<file path="src/rtl/inv_sqrt_iter.sv">
// Purpose: iterative FP32 fast inverse square root, y ~= 1/sqrt(x), one operand in flight.
// Latency: result valid 2+4*n_eff cycles after accept (special operands: 1 cycle).
// Backpressure: in_ready only in IDLE; result held in DONE until out_ready.
//
// Ports:
//   clk, rst                  clock (rising edge), async active-low reset
//   in_valid/in_ready         operand handshake; in_data = x (FP32), n_iter = Newton steps
//   out_valid/out_ready       result handshake; out_data = y (FP32), held while stalled
//   busy                      high from accept until the result is taken
module inv_sqrt_iter #(
   parameter int          ITER_MAX = 2,
   parameter logic [31:0] MAGIC    = 32'h5F3759DF,
   parameter int          IW       = $clog2(ITER_MAX + 1)
) (
   input  logic          clk,
   input  logic          rst,
   input  logic          in_valid,
   output logic          in_ready,
   input  logic [31:0]   in_data,
   input  logic [IW-1:0] n_iter,
   output logic          out_valid,
   input  logic          out_ready,
   output logic [31:0]   out_data,
   output logic          busy
);

   localparam logic [2:0] IDLE   = 3'd0;
   localparam logic [2:0] SEED   = 3'd1;
   localparam logic [2:0] MUL_YY = 3'd2;
   localparam logic [2:0] MUL_HX = 3'd3;
   localparam logic [2:0] SUB    = 3'd4;
   localparam logic [2:0] MUL_Y  = 3'd5;
   localparam logic [2:0] DONE   = 3'd6;

   localparam logic [31:0]   QNAN       = 32'h7FC00000;
   localparam logic [31:0]   PINF       = 32'h7F800000;
   localparam logic [31:0]   THREE_HALF = 32'h3FC00000;
   localparam logic [IW-1:0] ITER_MAX_W = IW'(ITER_MAX);

   // Truncating FP32 multiply; subnormals flush to +0, overflow saturates to inf.
   function automatic logic [31:0] fmul(input logic [31:0] a, input logic [31:0] b);
      logic              s;
      logic [7:0]        ea, eb;
      logic [47:0]       p;
      logic [22:0]       m;
      logic signed [10:0] e;
      logic [31:0]       r;
      s  = a[31] ^ b[31];
      ea = a[30:23];
      eb = b[30:23];
      p  = {1'b1, a[22:0]} * {1'b1, b[22:0]};
      e  = $signed({3'b0, ea}) + $signed({3'b0, eb}) - 11'sd127;
      m  = p[45:23];
      r  = 32'h0;
      if ((ea == 8'hFF && a[22:0] != 23'd0) || (eb == 8'hFF && b[22:0] != 23'd0))
         r = QNAN;
      else if (ea == 8'hFF || eb == 8'hFF)
         r = (ea == 8'd0 || eb == 8'd0) ? QNAN : {s, 8'hFF, 23'd0};
      else if (ea == 8'd0 || eb == 8'd0)
         r = 32'h0;
      else begin
         if (p[47]) begin
            e = e + 11'sd1;
            m = p[46:24];
         end
         if (e >= 11'sd255)
            r = {s, 8'hFF, 23'd0};
         else if (e <= 11'sd0)
            r = 32'h0;
         else
            r = {s, e[7:0], m};
      end
      return r;
   endfunction

   // Truncating FP32 add with three guard bits; exponent gaps above 25 return the larger operand.
   function automatic logic [31:0] fadd(input logic [31:0] a, input logic [31:0] b);
      logic [31:0]       big, sml, r;
      logic [7:0]        eb, d;
      logic [26:0]       mb, ms, diff, norm;
      logic [27:0]       sum;
      logic [22:0]       mant;
      logic [4:0]        pos, sh;
      logic signed [9:0] e;
      r = 32'h0; big = a; sml = b; pos = 5'd0; sh = 5'd0; e = 10'sd0;
      mb = 27'd0; ms = 27'd0; diff = 27'd0; norm = 27'd0; sum = 28'd0;
      eb = 8'd0; d = 8'd0; mant = 23'd0;
      if ((a[30:23] == 8'hFF && a[22:0] != 23'd0) || (b[30:23] == 8'hFF && b[22:0] != 23'd0))
         r = QNAN;
      else if (a[30:23] == 8'hFF && b[30:23] == 8'hFF)
         r = (a[31] != b[31]) ? QNAN : a;
      else if (a[30:23] == 8'hFF)
         r = a;
      else if (b[30:23] == 8'hFF)
         r = b;
      else if (a[30:23] == 8'd0 && b[30:23] == 8'd0)
         r = 32'h0;
      else if (a[30:23] == 8'd0)
         r = b;
      else if (b[30:23] == 8'd0)
         r = a;
      else begin
         if (a[30:0] < b[30:0]) begin
            big = b;
            sml = a;
         end
         eb = big[30:23];
         d  = eb - sml[30:23];
         if (d > 8'd25)
            r = big;
         else begin
            mb = {1'b1, big[22:0], 3'b000};
            ms = {1'b1, sml[22:0], 3'b000} >> d;
            if (big[31] == sml[31]) begin
               sum  = {1'b0, mb} + {1'b0, ms};
               e    = $signed({2'b0, eb}) + (sum[27] ? 10'sd1 : 10'sd0);
               mant = sum[27] ? sum[26:4] : sum[25:3];
               r    = (e >= 10'sd255) ? {big[31], 8'hFF, 23'd0} : {big[31], e[7:0], mant};
            end else begin
               diff = mb - ms;
               if (diff != 27'd0) begin
                  // Later (higher) set bits overwrite, leaving the leading-one position.
                  for (int i = 0; i < 27; i++)
                     if (diff[i]) pos = 5'(i);
                  sh   = 5'd26 - pos;
                  norm = diff << sh;
                  e    = $signed({2'b0, eb}) - $signed({5'b0, sh});
                  r    = (e <= 10'sd0) ? 32'h0 : {big[31], e[7:0], norm[25:3]};
               end
            end
         end
      end
      return r;
   endfunction

   logic [2:0]    state;
   logic [31:0]   x_r, hx, y, t;
   logic [IW-1:0] k, n_eff, n_sat, k_nxt;
   logic [31:0]   mul_a, mul_b, mul_p, sub_r, spec_val;
   logic          is_special;

   assign in_ready = rst && (state == IDLE);
   assign busy     = (state != IDLE);
   assign n_sat    = (n_iter > ITER_MAX_W) ? ITER_MAX_W : n_iter;
   assign k_nxt    = k + 1'b1;

   // Classify the incoming operand; only non-negative normals go through Newton.
   always_comb begin
      is_special = 1'b1;
      spec_val   = QNAN;
      if (in_data[30:23] == 8'd0)
         spec_val = PINF;
      else if (in_data[30:23] == 8'hFF)
         spec_val = (in_data[22:0] == 23'd0 && !in_data[31]) ? 32'h0 : QNAN;
      else if (in_data[31])
         spec_val = QNAN;
      else
         is_special = 1'b0;
   end

   // One multiplier shared across the three multiply states.
   always_comb begin
      mul_a = y;
      mul_b = y;
      case (state)
         MUL_HX:  begin mul_a = t; mul_b = hx; end
         MUL_Y:   begin mul_a = t; mul_b = y;  end
         default: begin mul_a = y; mul_b = y;  end
      endcase
   end

   assign mul_p = fmul(mul_a, mul_b);
   assign sub_r = fadd(THREE_HALF, {~t[31], t[30:0]});

   always_ff @(posedge clk or negedge rst) begin
      if (!rst) begin
         state     <= IDLE;
         x_r       <= 32'h0;
         hx        <= 32'h0;
         y         <= 32'h0;
         t         <= 32'h0;
         k         <= '0;
         n_eff     <= '0;
         out_valid <= 1'b0;
         out_data  <= 32'h0;
      end else begin
         case (state)
            IDLE: if (in_valid) begin
               x_r   <= in_data;
               n_eff <= n_sat;
               k     <= '0;
               if (is_special) begin
                  y     <= spec_val;
                  state <= DONE;
               end else
                  state <= SEED;
            end
            SEED: begin
               y     <= MAGIC - (x_r >> 1);
               hx    <= (x_r[30:23] <= 8'd1) ? 32'h0 : {x_r[31], x_r[30:23] - 8'd1, x_r[22:0]};
               state <= (n_eff == '0) ? DONE : MUL_YY;
            end
            MUL_YY: begin t <= mul_p; state <= MUL_HX; end
            MUL_HX: begin t <= mul_p; state <= SUB;    end
            SUB:    begin t <= sub_r; state <= MUL_Y;  end
            MUL_Y: begin
               y     <= mul_p;
               k     <= k_nxt;
               state <= (k_nxt == n_eff) ? DONE : MUL_YY;
            end
            DONE: begin
               // out_valid rises on the first edge in DONE, so entry itself costs one cycle.
               if (out_valid && out_ready) begin
                  out_valid <= 1'b0;
                  state     <= IDLE;
               end else if (!out_valid) begin
                  out_valid <= 1'b1;
                  out_data  <= y;
               end
            end
            default: state <= IDLE;
         endcase
      end
   end

endmodule

</file>
<file path="config.mk">
export PLATFORM = sky130hd
export DESIGN_NAME = inv_sqrt_iter
export DESIGN_NICKNAME = d
export VERILOG_FILES = /design/src/rtl/inv_sqrt_iter.sv
export SDC_FILE = /design/constraint.sdc
export NUM_CORES = 2
export LEC_CHECK = 0
export ABC_CLOCK_PERIOD_IN_PS = 12000
export CAP_MARGIN = 25
export CORE_AREA = 8 8 385 387
export DETAILED_ROUTE_END_ITERATION = 12
export DIE_AREA = 0 0 393 395
export GPL_TIMING_DRIVEN = 0
export PLACE_DENSITY = 0.36
export SYNTH_ARGS = -nofsm -noshare
export SYNTH_HDL_FRONTEND = slang
export SYNTH_SLANG_ARGS = --single-unit
</file>
<file path="constraint.sdc">
create_clock -name clk -period 12 [get_ports clk]
set_input_delay 3.6 -clock clk [delete_from_list [all_inputs] [get_ports clk]]
set_output_delay 3.6 -clock clk [all_outputs]
set_load 0.03 [all_outputs]
</file>
==> out/qor.yml <==
synthesis:
  syn-instance-count: 4324
  syn_area_per_cell_sq_um: 8.141
  synth_area_leaders: "fa_1 28%, dfrtp_1 12%, ha_1 8.6%"
  yosys.area.top_type: "fa_1"
  ys_ff_latch: 168
  synth_fp_nets: 5087
  synth_edf_count: 0
  ys.warnings.count: 0
  synth_common_cells: "716 x nand2_1, 601 x inv_1, 484 x fa_1, 385 x nor2_1, 241 x ha_1"
  ys.flop_type: "dfrtp_1"
  netlist_area_sq_um: 35200
  yosysSeqAreaShare: 0.1194
  synthArstFlopShare: 1.000
  post_synth_num_cell_types: 108
  synth_top_area_frac: 0.2752
  synth_most_common_cell: "nand2_1"
clock_network:
  path_clk_slew_ps: 70
  numCtsBuffers: 17
  htree_levels: 4
  ctsRootBufferMaster: "clkbuf_16"
  cts_buffer_depth: 2
  numClockSinks: 168
  clk_latency_ps: 450
  cts_tree: "yes"
routing:
  wire_per_inst_microns: 25.81
  dr.pass1.iters: 6
  routed_via_density: 5.005
  drt-initial-drc-count: 2612
  num_vias: 31770
  wirelength_microns: 163900
  postRouteAntennaNets: 0
  detail_route.drc_violations: 0
timing:
  hold_viol: 0
  timing.final.crit_share: 0.9614
  fmax_ghz: 0.08668
  fin_skew_ps: 17.87
  finalCriticalPeriod_ps: 11540
  setup_viol: 0
  setup_tns_ps: 0
  slew_headroom: 0.2413
  rsz0062_at_grt: "no"
  maxSlewViolCount: 0
  worst_pin_slew_ps: 1134
placed_design:
  dp_hpwl_microns: 136900
  routabilityCongestion: 0.9230
  io_buffers: 72
layout:
  nNetsFinal: 5194
  nFillCells: 15900
  drive_above_1_share: 0.07471
  syn2layout_area_growth_pct: 12.03
global_route:
  grt_pass1_wl_microns: 239600
  antenna_found_initial: 2
  track_usage: 0.2076
  grt_start_max_net_pins: 91
  grt_pass1_vias: 33260
  overflow: 0
setup_path:
  cp_max_fo: 15
  worstSetupEndpointType: "flop"
  crit_required_ps: 12310
  slowest_stage: "or4_1"
  cpMostUsedCell: "fa_1"
  critPathKind: "flop to flop"
  rr_startpoint: "state[1]$_DFFE_PN0P_"
  crit_start: "state[1]$_DFFE_PN0P_"
  cpPeakStageDelay_ps: 590
  critPathArrivalTime_ps: 11850
  start_kind: "flop"
floorplanning:
  fp.dieArea_sq_um: 155200
  die_height_microns: 395
  ios: 73
  start_util: 0.2474
  fp-row-count: 139
  die_w_microns: 393
  coreArea_sq_um: 142300
flow_run:
  drv_cap: 0
hold_path:
  min_path_type: "flop to flop"
  hold_start: "hx[4]$_DFFE_PN0P_"
run_status:
  status: "finished, final reports clean"
-- worst paths after layout --
| path | slack, ps | cells past startpoint | end |
|---|---|---|---|
| max | 460 | 38 | t[18]$_DFFE_PN0P_ |
| max in group asynchronous | 7890 | 2 | t[22]$_DFFE_PN0P_ |
| min | 480 | 2 | hx[4]$_DFFE_PN0P_ |
| min reg2reg | 480 | 2 | hx[4]$_DFFE_PN0P_ |
| max reg2reg | 460 | 38 | t[18]$_DFFE_PN0P_ |
| min in group asynchronous | 3200 | 1 | out_data[14]$_DFFE_PN0P_ |
-- cell families (layout without fill, tap and decap cells) --
logic type | count (synthesis) | count (layout) | share of synthesized area
simple gates | 1531 | 1531 | 0.1937
xor+xnor | 102 | 102 | 0.02580
other cells | 0 | 2 | 0
buf+inv | 855 | 975 | 0.09458
fa+ha+maj | 728 | 728 | 0.3618
mux | 188 | 188 | 0.05982
compound gates | 752 | 752 | 0.1448
flops | 168 | 168 | 0.1194
-- critical path, delay by kind of cell (launching register included) --
family          cells  cell delay [ps]
mux                 1              490
simple gates       10             2370
flops               1              350
fa+ha+maj           8             3900
buf+inv             9             1820
compound gates     10             2410
-- layer usage --
| layer | vias up | track usage | routed length, microns |
|---|---|---|---|
| met3 | 168 | 0.02418 | 7429 |
| met4 | 0 | 0.06231 | 5542 |
| met1 | 16290 | 0.2888 | 75640 |
| met5 | - | 0 | 0 |
| met2 | 866 | 0.3370 | 75260 |
| li1 | 14450 | - | - |
-- per-stage QoR --
| stage | util | cell area, sq um | instances | hold WS [ps] | worst slack, ps |
|---|---|---|---|---|---|
| 2_1_floorplan | - | 35200 | 4324 | 445.5 | 1395 |
| 3_3_place_gp | 0.2692 | 38300 | 6299 | 466.5 | -3820 |
| 3_5_place_dp | 0.2702 | 38440 | 6313 | 471.0 | -2931 |
| 4_1_cts | 0.2760 | 39270 | 6346 | 487.9 | 7.656 |
| 5_1_grt | 0.2772 | 39430 | 6347 | 515.0 | 0.2398 |
| 6_report | 0.2772 | 39440 | 6349 | 480.3 | 462.8 |
-- area by class of cell --
| class | instances | area, sq um | share of cell area |
|---|---|---|---|
| timing repair buffer | 93 | 910.9 | 0.02310 |
| multi-input combinational | 3301 | 27920 | 0.7078 |
| tap | 1903 | 2381 | 0.06037 |
| clock buffer | 18 | 439.2 | 0.01114 |
| inverter | 622 | 2352 | 0.05964 |
| antenna | 2 | 5.005 | 0.0001269 |
| clock inverter | 14 | 162.7 | 0.004124 |
| buffer | 228 | 1067 | 0.02706 |
| sequential | 168 | 4204 | 0.1066 |
-- sequential cells by signal, indices dropped and copies added (netlist names) --
| register | cells |
|---|---|
| k | 2 |
| hx | 32 |
| n_eff | 2 |
| t | 32 |
| state | 3 |
| y | 32 |
| out_data | 32 |
| out_valid | 1 |
| x_r | 32 |
-- cell usage in the layout (no fill, tap or decap), types with 28 or more instances in the layout --
| cell type | count |
|---|---|
| fa_1 | 484 |
| nand2_1 | 715 |
| and2_1 | 56 |
| xnor2_1 | 62 |
| nand4_1 | 28 |
| nor2_1 | 383 |
| mux2_2 | 78 |
| nand2b_1 | 32 |
| clkbuf_1 | 135 |
| nor3_1 | 51 |
| a31oi_1 | 32 |
| nand3_1 | 66 |
| mux2i_1 | 89 |
| nor4_1 | 32 |
| a21oi_1 | 146 |
| a211oi_1 | 32 |
| o211ai_1 | 42 |
| dfrtp_1 | 168 |
| xor2_1 | 37 |
| buf_2 | 31 |
| o21ai_0 | 160 |
| nor2b_1 | 41 |
| inv_1 | 598 |
| ha_1 | 241 |
| clkdlybuf4s50_1 | 71 |
-- what timing repair did --
action,CTS,global route
hold buffers,0,0
setup endpoints to repair,64,64
buffers inserted,4,3
hold endpoints to repair,0,0
resized for setup,59,62
pin swaps,1,4
Power is not shown: default switching activity piles up to over one toggle a cycle in this logic, so the estimate is an artifact.
